<file path="src/rtl/tdm_demux_1to2.sv">
// Receive side of a 2:1 TDM serial link: deserialises SYNC-framed channel 1/2 words
// (MSB first) and publishes both words together once per complete frame.
module tdm_demux_1to2 #(
    parameter int WIDTH = 4,
    parameter int CNT_W = 8
) (
    input  logic             clk,
    input  logic             rst,
    input  logic             en,
    input  logic             sin,
    input  logic             sync,
    output logic [WIDTH-1:0] out1,
    output logic [WIDTH-1:0] out2,
    output logic             valid,
    output logic             select,
    output logic             frame_err,
    output logic [CNT_W-1:0] frame_cnt
);

    localparam int BW = $clog2(WIDTH);
    localparam logic [BW-1:0] LAST_BIT = BW'(WIDTH - 1);

    typedef enum logic [1:0] {
        HUNT = 2'd0,
        CH1  = 2'd1,
        CH2  = 2'd2
    } state_t;

    state_t           state_r, state_s;
    logic [WIDTH-1:0] shift_r, shift_s;
    logic [BW-1:0]    bit_cnt_r, bit_cnt_s;
    logic [WIDTH-1:0] hold_r, hold_s;
    logic [WIDTH-1:0] out1_r, out1_s;
    logic [WIDTH-1:0] out2_r, out2_s;
    logic             valid_r, valid_s;
    logic             select_r, select_s;
    logic             ferr_r, ferr_s;
    logic [CNT_W-1:0] cnt_r, cnt_s;
    logic [WIDTH-1:0] word_s;

    // Next-state, datapath and output pulse decode.
    always_comb begin
        state_s   = state_r;
        shift_s   = shift_r;
        bit_cnt_s = bit_cnt_r;
        hold_s    = hold_r;
        out1_s    = out1_r;
        out2_s    = out2_r;
        valid_s   = 1'b0;
        ferr_s    = 1'b0;
        cnt_s     = cnt_r;
        word_s    = {shift_r[WIDTH-2:0], sin};

        if (en) begin
            if (sync) begin
                // A SYNC always opens a new frame; mid-frame it also drops the partial one.
                ferr_s    = (state_r != HUNT);
                shift_s   = word_s;
                bit_cnt_s = BW'(1);
                state_s   = CH1;
            end else begin
                case (state_r)
                    HUNT: begin
                        state_s = HUNT;
                    end
                    CH1: begin
                        shift_s = word_s;
                        if (bit_cnt_r == LAST_BIT) begin
                            hold_s    = word_s;
                            bit_cnt_s = {BW{1'b0}};
                            state_s   = CH2;
                        end else begin
                            bit_cnt_s = bit_cnt_r + BW'(1);
                        end
                    end
                    CH2: begin
                        shift_s = word_s;
                        if (bit_cnt_r == LAST_BIT) begin
                            out1_s    = hold_r;
                            out2_s    = word_s;
                            valid_s   = 1'b1;
                            cnt_s     = cnt_r + CNT_W'(1);
                            bit_cnt_s = {BW{1'b0}};
                            state_s   = HUNT;
                        end else begin
                            bit_cnt_s = bit_cnt_r + BW'(1);
                        end
                    end
                    default: begin
                        bit_cnt_s = {BW{1'b0}};
                        state_s   = HUNT;
                    end
                endcase
            end
        end else begin
            state_s = state_r;
        end

        select_s = (state_s == CH2);
    end

    // State and output registers; reset discards any partial frame immediately.
    always_ff @(posedge clk or posedge rst) begin
        if (rst) begin
            state_r   <= HUNT;
            shift_r   <= {WIDTH{1'b0}};
            bit_cnt_r <= {BW{1'b0}};
            hold_r    <= {WIDTH{1'b0}};
            out1_r    <= {WIDTH{1'b0}};
            out2_r    <= {WIDTH{1'b0}};
            valid_r   <= 1'b0;
            select_r  <= 1'b0;
            ferr_r    <= 1'b0;
            cnt_r     <= {CNT_W{1'b0}};
        end else begin
            state_r   <= state_s;
            shift_r   <= shift_s;
            bit_cnt_r <= bit_cnt_s;
            hold_r    <= hold_s;
            out1_r    <= out1_s;
            out2_r    <= out2_s;
            valid_r   <= valid_s;
            select_r  <= select_s;
            ferr_r    <= ferr_s;
            cnt_r     <= cnt_s;
        end
    end

    assign out1      = out1_r;
    assign out2      = out2_r;
    assign valid     = valid_r;
    assign select    = select_r;
    assign frame_err = ferr_r;
    assign frame_cnt = cnt_r;

endmodule

</file>
<file path="config.mk">
export PLATFORM = sky130hd
export DESIGN_NAME = tdm_demux_1to2
export DESIGN_NICKNAME = d
export VERILOG_FILES = /design/src/rtl/tdm_demux_1to2.sv
export SDC_FILE = /design/constraint.sdc
export NUM_CORES = 1
export LEC_CHECK = 0
export BUFFER_PORTS_ARGS = -buffer_cell sky130_fd_sc_hd__buf_2
export CORE_UTILIZATION = 55
export DETAILED_ROUTE_END_ITERATION = 8
export HOLD_SLACK_MARGIN = 0.12
export MAX_ROUTING_LAYER = met4
export PLACE_DENSITY_LB_ADDON = 0.2
export SLEW_MARGIN = 20
export SYNTH_ARGS = -nofsm -noshare
export SYNTH_HDL_FRONTEND = slang
export SYNTH_SLANG_ARGS = --single-unit
export TNS_END_PERCENT = 30
</file>
<file path="constraint.sdc">
create_clock -name clk -period 2.5 [get_ports clk]
set_input_delay 0.375 -clock clk [delete_from_list [all_inputs] [get_ports clk]]
set_output_delay 0.375 -clock clk [all_outputs]
set_load 0.01 [all_outputs]
</file>
# After elaboration in Yosys (flattened, before gate mapping)
# Index checks and enable logic that the tools add are counted.
op_classes:
  bitwise: 1
  div: 0
  n_eq_ne: 5
  addsub: 2
  reduce_logical: 8
  shifts: 0
  n_mul: 0
  mux: 16
  n_lt_le_gt_ge: 0
ops:
  columns: ["cell", "count"]
  rows:
  - ["$mux 2", 6]
  - ["$add 8x1->8 const B", 1]
  - ["$pmux 2 s2", 2]
  - ["$reduce_and 4->1", 2]
  - ["$eq 2x2->1 const B", 3]
  - ["$mux 1", 6]
  - ["$mux 3", 2]
  - ["$reduce_and 2->1", 2]
  - ["$reduce_bool 2->1", 2]
  - ["$add 2x1->2 const B", 1]
  - ["$eq 2x1->1 const B", 1]
  - ["$logic_not 2->1", 1]
  - ["$ne 2x2->1 const B", 1]
  - ["$reduce_or 2->1", 1]
  - ["$not 1->1", 1]
word_totals:
  n_memories: 0
  mem_bits_rw: 0
  out_inout_bits: 19
  ff_bits: 30
  inputBits: 5
  romBits: 0
  latchBits: 0

# Depth between registers and ports, before layout
# Gate-level depths: netlist of the first run.
logic_depth:
  word_depth: 6
  depth_mapped: 7
  ltp_nobuf: 6

# Least setup slack after synthesis of the first run
# No wires, ideal clock.
synth_path:
  kind: "reg-to-reg"
  from: "reg state_r[0]"
  to: "reg shift_r[0]"
  n_path_buf: 0
  path_stages_with_launch: 5
  setup_slack_ns: 0.998
  arrival_time_ns: 1.377
  setup_ns: 0.125
  cell_sequence: "dfrtp_1 inv_1 ha_1 o21ai_0 mux2_2"
synth_between:
  elab_chain_cells: 4
synth_rtl:
  columns: ["item", "line", "source"]
  rows:
  - ["from (decl)", "29", "state_t state_r, state_s;"]
  - ["from (signal assigned)", "116", "state_r <= state_s;"]
  - ["$eq 2x2->1 / $eq 2x1->1 (equally long branches)", "62", "case (state_r)"]
  - ["$reduce_or 2->1 (no source line) *", null, null]
  - ["$reduce_bool 2->1 (no source line) *", null, null]
  - ["$reduce_and 2->1 (no source line) *", null, null]
  - ["to (signal assigned)", "106", "shift_r <= {WIDTH{1'b0}};"]
  - ["to (signal assigned)", "117", "shift_r <= shift_s;"]
  - ["to (decl)", "30", "logic [WIDTH-1:0] shift_r, shift_s;"]
# Mark *: on every way between the ends. The rest lies on a longest branch, timed or not.
# A chain may end at the register's enable or synchronous reset.

# Worst setup path after layout of the first run
layout_path:
  from: "reg state_r[0]"
  to: "reg cnt_r[4] (netlist: frame_cnt[4])"
layout_between:
  elab_chain_cells: 2
layout_rtl:
  columns: ["item", "line", "source"]
  rows:
  - ["$eq 2x2->1", "62", null]
  - ["$reduce_and 4->1 (no source line)", null, null]
  - ["to (signal assigned)", "114", "cnt_r <= {CNT_W{1'b0}};"]
  - ["to (signal assigned)", "125", "cnt_r <= cnt_s;"]
  - ["to (decl)", "38", "logic [CNT_W-1:0] cnt_r, cnt_s;"]
# No other way between the ends.

==> run summary, run 1 <==
Combinational family with the most area after synthesis: simple AND/OR/NAND/NOR gates
Top-count cell post-synth: nand2_1
Maxcap violations: 0
Number of antenna repair diodes: 0
Average footprint of a synthesized cell: 11.6 um2
Final hold violations: 0
Chip height: 50.8 um
Cell chosen for the clock root: clkbuf_4
Final-layout setup total negative slack: 0 ns
Setup Skew: 0.00940 ns
Pre-antenna DRT Iters: 4
Xor and xnor area share after synthesis: 0.0468
Clk pin slew, worst setup/hold paths: 0.09 ns
Launch point of the worst hold path: sin
Critical path data required time: 2.72 ns
Total Nets Final: 152
Layout Area Growth over Synthesis: 17.7%
Vias in the first global route: 861
Global route overflow: 0
Antenna violations before repair: 0
First-pass GRT wire length: 3.93 mm
I/O Pins: 24
Highest achievable clock rate: 571 MHz
Number of routed nets with antenna violations: 0
Area taken by multi-input logic gates: 519 um2
Routed Wire Length: 2.18 mm
Clk Latency, worst-skew pair: 0.33 ns
Cell types occupying the most area after synthesis: dfrtp_1 (57%), nand2_1 (8.9%), mux2_2 (6.0%)
Max rail drop VDD: 0.787 mV
Arrival time at the worst endpoint: 1.97 ns
Kind of end point of the critical path: flip-flop
Portion of the post-synthesis area used by sequential elements: 0.573
Leakage: 0.868 nW
FF+latch area: 751 um2
Most instantiated cells after synthesis: nand2_1 (31), dfrtp_1 (30), mux2_2 (7), inv_1 (6), ha_1 (5)
Area post-placement: 1450 um2
Iteration-0 DRC Markers: 11
Number of instances in the synthesized netlist: 113
Startpoint type of the worst setup path: flip-flop
Number of cells on the worst hold path: 3
Share of the clock period used by the worst path: 0.701
Critical path origin: state_r[0]
Total Power Consumption: 1.29 mW
Die width: 50.8 um
Detailed-route DRC error count: 0
Post-route cell area: 1540 um2
Number of cells on the worst reg-to-reg path: 6
Site row count: 17
Overall Global Routing Usage: 0.226
Total standard cell area after synthesis: 1310 um2
Dominant register cell in the synthesized netlist: dfrtp_1
Die area: 2580 um2
Flop and latch count out of synthesis: 30
Average via count per standard cell: 5.16
Core area: 2230 um2
Fraction of final layout cells sized beyond drive strength 1: 0.289
Normalized max-slew margin: 0.718
Clock net sink count: 30
Type of the most critical hold path: input pin to flip-flop
Total of warnings raised by yosys: 0
Avg WL per Cell: 12.8 um
Fraction of synthesized area in multiplexers: 0.0755
Final Critical Period: 1.75 ns
Final setup vio count: 0
Post-synthesis net count: 123
Maximum number of pins on one net before global-route repair: 31
Number of H-tree levels: 2
Hpwl dp: 1.53 mm
TritonCTS clock tree: done
Starting Density: 0.587
WS Path Type: flip-flop to flip-flop
Setup repair after global routing missed its margin: no
Post-synth ARST share: 1.00
Launch instance of the worst register-to-register path: state_r[0]
Crit Path Max Fanout: 15
TritonCTS Buffers: 5
Status: complete, no violations
Number of buffers on the longest clock path: 2
Detailed-route via count: 878
Final weighted congestion in routability-driven placement: 0.730
Power density relative to cell area: 835 nW/um2
Post-synth EDFFs: 0
Post-synth top area share: 0.573
Input/output buffers: 23
Fillcell total: 173
Post-synthesis adder-cell area fraction: 0.0478
Slack of the worst reg-to-reg path: 0.75 ns
Transition time at the pin with the least slew margin: 0.418 ns
Total count of max-transition violations in the final report: 0
Compound-Gate Fraction of Synth Area: 0.0439
Top cell type by total area after synthesis: dfrtp_1
Post-synthesis cell type count: 27
Post-synthesis share of cell area spent on and, or, nand and nor gates: 0.182
## per-layer routing
layer	GRT usage	share of wire	vias up
met4	0.0972	0.020	0
met2	0.340	0.49	16
met1	0.262	0.45	420
met3	0.100	0.043	7
met5	-	0	-
li1	-	-	435
## registers in the layout, indices dropped and copies added (netlist names)
| signal | count |
|---|---|
| frame_cnt | 8 |
| hold_r | 4 |
| out1 | 4 |
| out2 | 4 |
| shift_r | 3 |
| bit_cnt_r | 2 |
| state_r | 2 |
| frame_err | 1 |
| select | 1 |
| valid | 1 |
## layout make-up
| type | count | share of cell area |
|---|---|---|
| timing repair buffer | 25 | 0.0860 |
| clock buffer | 6 | 0.0333 |
| sequential | 30 | 0.487 |
| inverter | 6 | 0.0146 |
| tap | 28 | 0.0227 |
| clock inverter | 1 | 0.0195 |
| multi-input combinational | 74 | 0.337 |
## worst paths after layout
| kind | to |
|---|---|
| hold / removal | out2[0] |
| hold reg to reg | out1[3] |
| min in group asynchronous | state_r[0] |
| setup / recovery | frame_cnt[4] |
| max in group asynchronous | hold_r[0] |
| setup reg to reg | frame_cnt[4] |
## per-stage QoR
| stage | utilization | setup WS, ns | instances | hold WS, ns |
|---|---|---|---|---|
| after floorplan | - | 0.998 | 113 | 0.433 |
| after detailed placement | 0.649 | 0.747 | 162 | 0.456 |
| after CTS | 0.690 | 0.724 | 170 | 0.255 |
| final | 0.690 | 0.749 | 170 | 0.265 |
| after global routing | 0.690 | 0.558 | 170 | 0.279 |
| after global placement | 0.649 | 0.836 | 162 | 0.452 |
## logic make-up (layout without fill, tap and decap cells)
family / count (synthesis) / count (layout)
AOI/OAI and AO/OA: 8 / 8
DFF: 30 / 30
muxes: 9 / 9
and+or+nand+nor: 45 / 45
adders and majority gates: 5 / 5
xor gates and xnor gates: 7 / 7
buffers and inverters: 9 / 38
## critical path, cell delays in order, from the launching register on
cell and delay [ns]:
dfrtp_1 0.41, inv_1 0.11, ha_1 0.21, nand4b_4 0.25, inv_1 0.34, nand4_1 0.17, xnor2_1 0.15
## cell usage in the layout (no fill, tap or decap), types with 2 or more instances in the layout
cell type	n
nand2_1	31
dfrtp_1	30
buf_2	23
mux2_2	7
inv_1	6
ha_1	5
clkbuf_4	5
o21ai_0	4
xnor2_1	4
xor2_1	3
nand3_1	2
mux2i_1	2
nor3_1	2
## where the power goes
part	total (mW)	switching (mW)	internal [mW]	leakage [nW]
Sequential	0.627	0.0584	0.569	0.394
Clock	0.394	0.161	0.233	0.0443
Combinational	0.266	0.137	0.130	0.430
Total	1.29	0.356	0.931	0.868
## repair_timing
item / 4_1_cts / 5_1_grt
setup endpoints to repair: 0 / 0
hold buffers: 1 / 0
setup buffers: 0 / 0
resized for setup: 0 / 0
hold endpoints to repair: 25 / 0
Power figures use the tool's default switching activity.
==> run 2: changes to the inputs <==
--- a/config.mk
+++ b/config.mk
@@ -6,7 +6,7 @@
 export NUM_CORES = 1
 export LEC_CHECK = 0
 export BUFFER_PORTS_ARGS = -buffer_cell sky130_fd_sc_hd__buf_2
-export CORE_UTILIZATION = 55
+export CORE_UTILIZATION = 53
 export DETAILED_ROUTE_END_ITERATION = 8
 export HOLD_SLACK_MARGIN = 0.12
 export MAX_ROUTING_LAYER = met4
==> constraint.sdc (replaced) <==
create_clock -name clk -period 1.66 [get_ports clk]
set_input_delay 0.249 -clock clk [delete_from_list [all_inputs] [get_ports clk]]
set_output_delay 0.249 -clock clk [all_outputs]
set_load 0.01 [all_outputs]
==> run 2 against run 1 <==
Against the previous run:
- core utilization decreased by 2.1 points
- power rose by 34%
- sequential share of layout area rose by 0.60 points
- final area down 1.2%
- critical path type unchanged
- worst setup slack worse by 0.62 ns
- via count increased by 2.6%
- sequential cell count stayed put
- global-route usage shrank 1.7 points
- highest routed layer unchanged
- clock skew rose by 0.00086 ns
- sequential power rose by 50%
- critical path depth fell by 2
- die area grew 3.6%
==> run summary, run 2 (synthesis gave the netlist of run 1 again) <==
Highest achievable clock rate: 652 MHz
Final weighted congestion in routability-driven placement: 0.807
Avg WL per Cell: 13.2 um
Setup Skew: 0.0103 ns
TritonCTS clock tree: done
Worst setup slack after layout: 0.127 ns
Clk pin slew, worst setup/hold paths: 0.09 ns
Input/output buffers: 23
Final Critical Period: 1.53 ns
Startpoint type of the worst setup path: flip-flop
Detailed-route via count: 901
Slack of the worst reg-to-reg path: 0.13 ns
Detailed-route DRC error count: 0
Transition time at the pin with the least slew margin: 0.369 ns
Kind of end point of the critical path: flip-flop
Layout Area Growth over Synthesis: 16.2%
First-pass GRT wire length: 3.84 mm
Starting Density: 0.576
Leakage: 0.864 nW
Setup repair after global routing missed its margin: no
Normalized max-slew margin: 0.754
Share of the clock period used by the worst path: 0.923
Site row count: 17
Pre-antenna DRT Iters: 4
Fillcell total: 186
Iteration-0 DRC Markers: 14
Core area: 2280 um2
Most common cell after layout, fill and taps aside: nand2_1
Max rail drop VDD: 0.949 mV
WS Path Type: flip-flop to flip-flop
Total Power Consumption: 1.72 mW
Final-layout setup total negative slack: 0 ns
Number of buffers on the longest clock path: 2
Die width: 51.7 um
Arrival time at the worst endpoint: 1.74 ns
Most used cells in the layout excluding fill and tap cells: nand2_1 (31), dfrtp_1 (30), buf_2 (23)
Worst Setup Slack post-DPL: 0.0254 ns
Area post-placement: 1470 um2
Chip height: 51.7 um
Maximum number of pins on one net before global-route repair: 31
Postcts setup bufs: 0
Global route overflow: 0
Clock net sink count: 30
Post-route cell area: 1520 um2
Vias in the first global route: 865
Overall Global Routing Usage: 0.209
Routed Wire Length: 2.26 mm
Cell chosen for the clock root: clkbuf_4
Antenna violations before repair: 0
Total Nets Final: 154
Number of H-tree levels: 2
Clk Latency, worst-skew pair: 0.32 ns
I/O Pins: 24
Die area: 2670 um2
Type of the most critical hold path: input pin to flip-flop
Maxcap violations: 0
Number of antenna repair diodes: 0
Power density relative to cell area: 1130 nW/um2
Hpwl dp: 1.62 mm
TritonCTS Buffers: 5
Flip-flop count of the largest register, all copies and words added: 8
Average via count per standard cell: 5.24
Critical path data required time: 1.87 ns
Status: complete, no violations
Crit Path Max Fanout: 4
Number of routed nets with antenna violations: 0
Final setup vio count: 0
Final hold violations: 0
Total count of max-transition violations in the final report: 0
Fraction of final layout cells sized beyond drive strength 1: 0.299
run 2: changes by cell type in the layout (fill, tap and decap cells not counted), sizes merged:
cell | before | now
buf | 24 | 26
bufinv | 1 | 0
clkbuf | 6 | 5
clkinv | 0 | 2
run 2: final cells by class:
type,instances,area [um2],area share
flip-flops and latches,30,751,0.493
multi-input cells,74,519,0.341
repair buffers,27,148,0.0970
clock buffers,5,37.5,0.0247
well taps,28,35.0,0.0230
inverters,6,22.5,0.0148
clock inverters,2,10.0,0.00657
run 2: power breakdown:
part	internal [mW]	total, mW	switching, mW	leakage [nW]
combinational	0.194	0.394	0.200	0.440
sequential	0.857	0.940	0.0837	0.394
clock	0.152	0.389	0.237	0.0308
run 2: worst paths after layout:
check                        startpoint            to  cells past startpoint
setup / recovery             state_r[1]    shift_r[1]                      4
hold / removal                      sin       out2[0]                      3
setup reg to reg             state_r[1]    shift_r[1]                      4
hold reg to reg            frame_cnt[7]  frame_cnt[7]                      1
max in group asynchronous           rst     frame_err                      4
min in group asynchronous           rst  frame_cnt[2]                      4
run 2: worst max-delay path, cell delays in order, from the launching register on:
cell,delay (ns)
dfrtp_1,0.39
inv_1,0.10
ha_1,0.32
o21ai_1,0.25
mux2_2,0.36
run 2: per-layer routing:
metal  GRT usage  wire length (um)
met1       0.247              1060
met5           -                 0
met4       0.108                54
met3      0.0526                78
met2       0.331              1070
run 2: per-stage QoR:
stage / instances / hold WS [ns] / utilization
2_1_floorplan: 113 / 0.331 / -
3_3_place_gp: 164 / 0.334 / 0.644
3_5_place_dp: 164 / 0.343 / 0.644
4_1_cts: 172 / 0.153 / 0.669
5_1_grt: 172 / 0.176 / 0.669
6_report: 172 / 0.165 / 0.669
run 2: repair_timing:
action                                  CTS  global route
endpoints found under the setup margin    0             3
hold buffers                              1             0
gates resized for setup                   0             1
hold endpoints to repair                 30             0
==> run 3: changes to the inputs <==
--- a/config.mk
+++ b/config.mk
@@ -5,8 +5,12 @@
 export SDC_FILE = /design/constraint.sdc
 export NUM_CORES = 1
 export LEC_CHECK = 0
+export ABC_CLOCK_PERIOD_IN_PS = 1660
 export BUFFER_PORTS_ARGS = -buffer_cell sky130_fd_sc_hd__buf_2
-export CORE_UTILIZATION = 53
+export CELL_PAD_IN_SITES_DETAIL_PLACEMENT = 0
+export CELL_PAD_IN_SITES_GLOBAL_PLACEMENT = 1
+export CORE_UTILIZATION = 42
+export CTS_CLUSTER_SIZE = 10
 export DETAILED_ROUTE_END_ITERATION = 8
 export HOLD_SLACK_MARGIN = 0.12
 export MAX_ROUTING_LAYER = met4
==> run 3 against run 2 <==
Against the previous run:
- global-route usage decreased by 4.6 points
- power increased by 11%
- fmax increased by 0.61%
- register-to-register slack about the same
- combinational power is essentially flat
- worst hold slack improved by 0.00096 ns
- critical path depth unchanged
- critical endpoint is now frame_cnt[7]
- clock skew shrank 0.0050 ns
- highest routed layer unchanged
- non-clock buffer count increased by 2
- critical path type unchanged
- die area is 25% higher
- core utilization shrank 12 points
==> run summary, run 3 (synthesis gave the netlist of run 1 again) <==
Avg WL per Cell: 12.4 um
Kind of end point of the critical path: flip-flop
Post-Route Hold Slack: 0.166 ns
Clock net sink count: 30
Iteration-0 DRC Markers: 23
Average via count per standard cell: 4.94
Startpoint type of the worst setup path: flip-flop
Final hold violations: 0
Hpwl dp: 1.55 mm
Most common cell after layout, fill and taps aside: nand2_1
Power density relative to cell area: 1210 nW/um2
Critical path origin: bit_cnt_r[1]
Final setup vio count: 0
Antenna violations before repair: 0
Total Nets Final: 156
Critical path data required time: 1.92 ns
Highest achievable clock rate: 656 MHz
Worst setup slack after layout: 0.136 ns
Overall Global Routing Usage: 0.164
Max rail drop VDD: 0.600 mV
Launch instance of the worst register-to-register path: bit_cnt_r[1]
Flip-flop count of the largest register, all copies and words added: 8
Starting Density: 0.459
Transition time at the pin with the least slew margin: 0.366 ns
Post-route cell area: 1570 um2
Final core utilization: 0.552
Chip height: 57.9 um
Share of the clock period used by the worst path: 0.918
Detailed-route DRC error count: 0
Maxcap violations: 0
Setup repair after global routing missed its margin: no
Number of H-tree levels: 2
Final-layout setup total negative slack: 0 ns
Number of antenna repair diodes: 0
Type of the most critical hold path: input pin to flip-flop
Number of buffers on the longest clock path: 2
Post_cts resized: 0
Die width: 57.9 um
Die area: 3350 um2
Clk Latency, worst-skew pair: 0.33 ns
TritonCTS clock tree: done
Core area: 2850 um2
Area taken by multi-input logic gates: 519 um2
Maximum number of pins on one net before global-route repair: 31
Crit Path Max Fanout: 8
I/O Pins: 24
Final weighted congestion in routability-driven placement: 0.702
Number of routed nets with antenna violations: 0
Layout Area Growth over Synthesis: 20.2%
Normalized max-slew margin: 0.756
TritonCTS Buffers: 5
FF+latch area: 751 um2
WS Path Type: flip-flop to flip-flop
Setup Skew: 0.00524 ns
Fraction of final layout cells sized beyond drive strength 1: 0.306
Launch point of the worst hold path: sync
Input/output buffers: 23
Vias in the first global route: 824
Pre-antenna DRT Iters: 4
Global route overflow: 0
Fillcell total: 262
Status: complete, no violations
Cell chosen for the clock root: clkbuf_4
Total count of max-transition violations in the final report: 0
Site row count: 19
Arrival time at the worst endpoint: 1.78 ns
Worst Setup Slack post-DPL: 0.142 ns
Detailed-route via count: 880
Most used cells in the layout excluding fill and tap cells: nand2_1 (31), dfrtp_1 (30), buf_2 (23)
First-pass GRT wire length: 3.80 mm
Leakage: 0.888 nW
Final Critical Period: 1.52 ns
Area post-placement: 1480 um2
Routed Wire Length: 2.20 mm
Clk pin slew, worst setup/hold paths: 0.10 ns
## run 3: worst max-delay path: stages (launching register included)
cell	delay [ns]
dfrtp_1	0.39
ha_1	0.34
nand4b_4	0.23
nor4_4	0.32
xor2_1	0.17
## run 3: metal layers
| metal | global-route usage | vias up | wire length, um |
|---|---|---|---|
| met3 | 0.0692 | 7 | 113 |
| met1 | 0.194 | 409 | 1070 |
| met5 | - | - | 0 |
| li1 | - | 442 | - |
| met4 | 0.0816 | 0 | 57 |
| met2 | 0.238 | 22 | 958 |
## run 3: power breakdown
group,internal (mW),total (mW),switching [mW],leakage (nW)
Sequential,0.856,0.938,0.0819,0.394
Combinational,0.200,0.396,0.197,0.449
Clock,0.312,0.574,0.262,0.0450
## run 3: final cells by class
cell class                      count  share of cell area
Clock buffer                        5              0.0238
Clock inverter                      3              0.0254
Inverter                            6              0.0143
Multi-Input combinational cell     74               0.330
Sequential cell                    30               0.477
Tap cell                           31              0.0246
Timing Repair Buffer               29               0.105
## run 3: what timing repair did
action | in CTS | in global routing
buffers inserted | 0 | 0
hold buffers | 2 | 0
hold endpoints to repair | 31 | 0
## run 3: metrics by stage
stage	power (mW)	cells
global route	2.03	178
CTS	1.94	178
finish	1.91	178
detailed placement	1.35	168
floorplan	1.24	113
global placement	1.33	168
## run 3: final timing paths
check                                to  slack, ns  cells after the start
setup / recovery           frame_cnt[7]       0.14                      4
hold / removal             bit_cnt_r[1]       0.17                      2
setup reg to reg           frame_cnt[7]       0.14                      4
hold reg to reg            frame_cnt[7]       0.47                      1
max in group asynchronous  frame_cnt[3]       0.88                      4
min in group asynchronous  frame_cnt[5]       0.51                      4
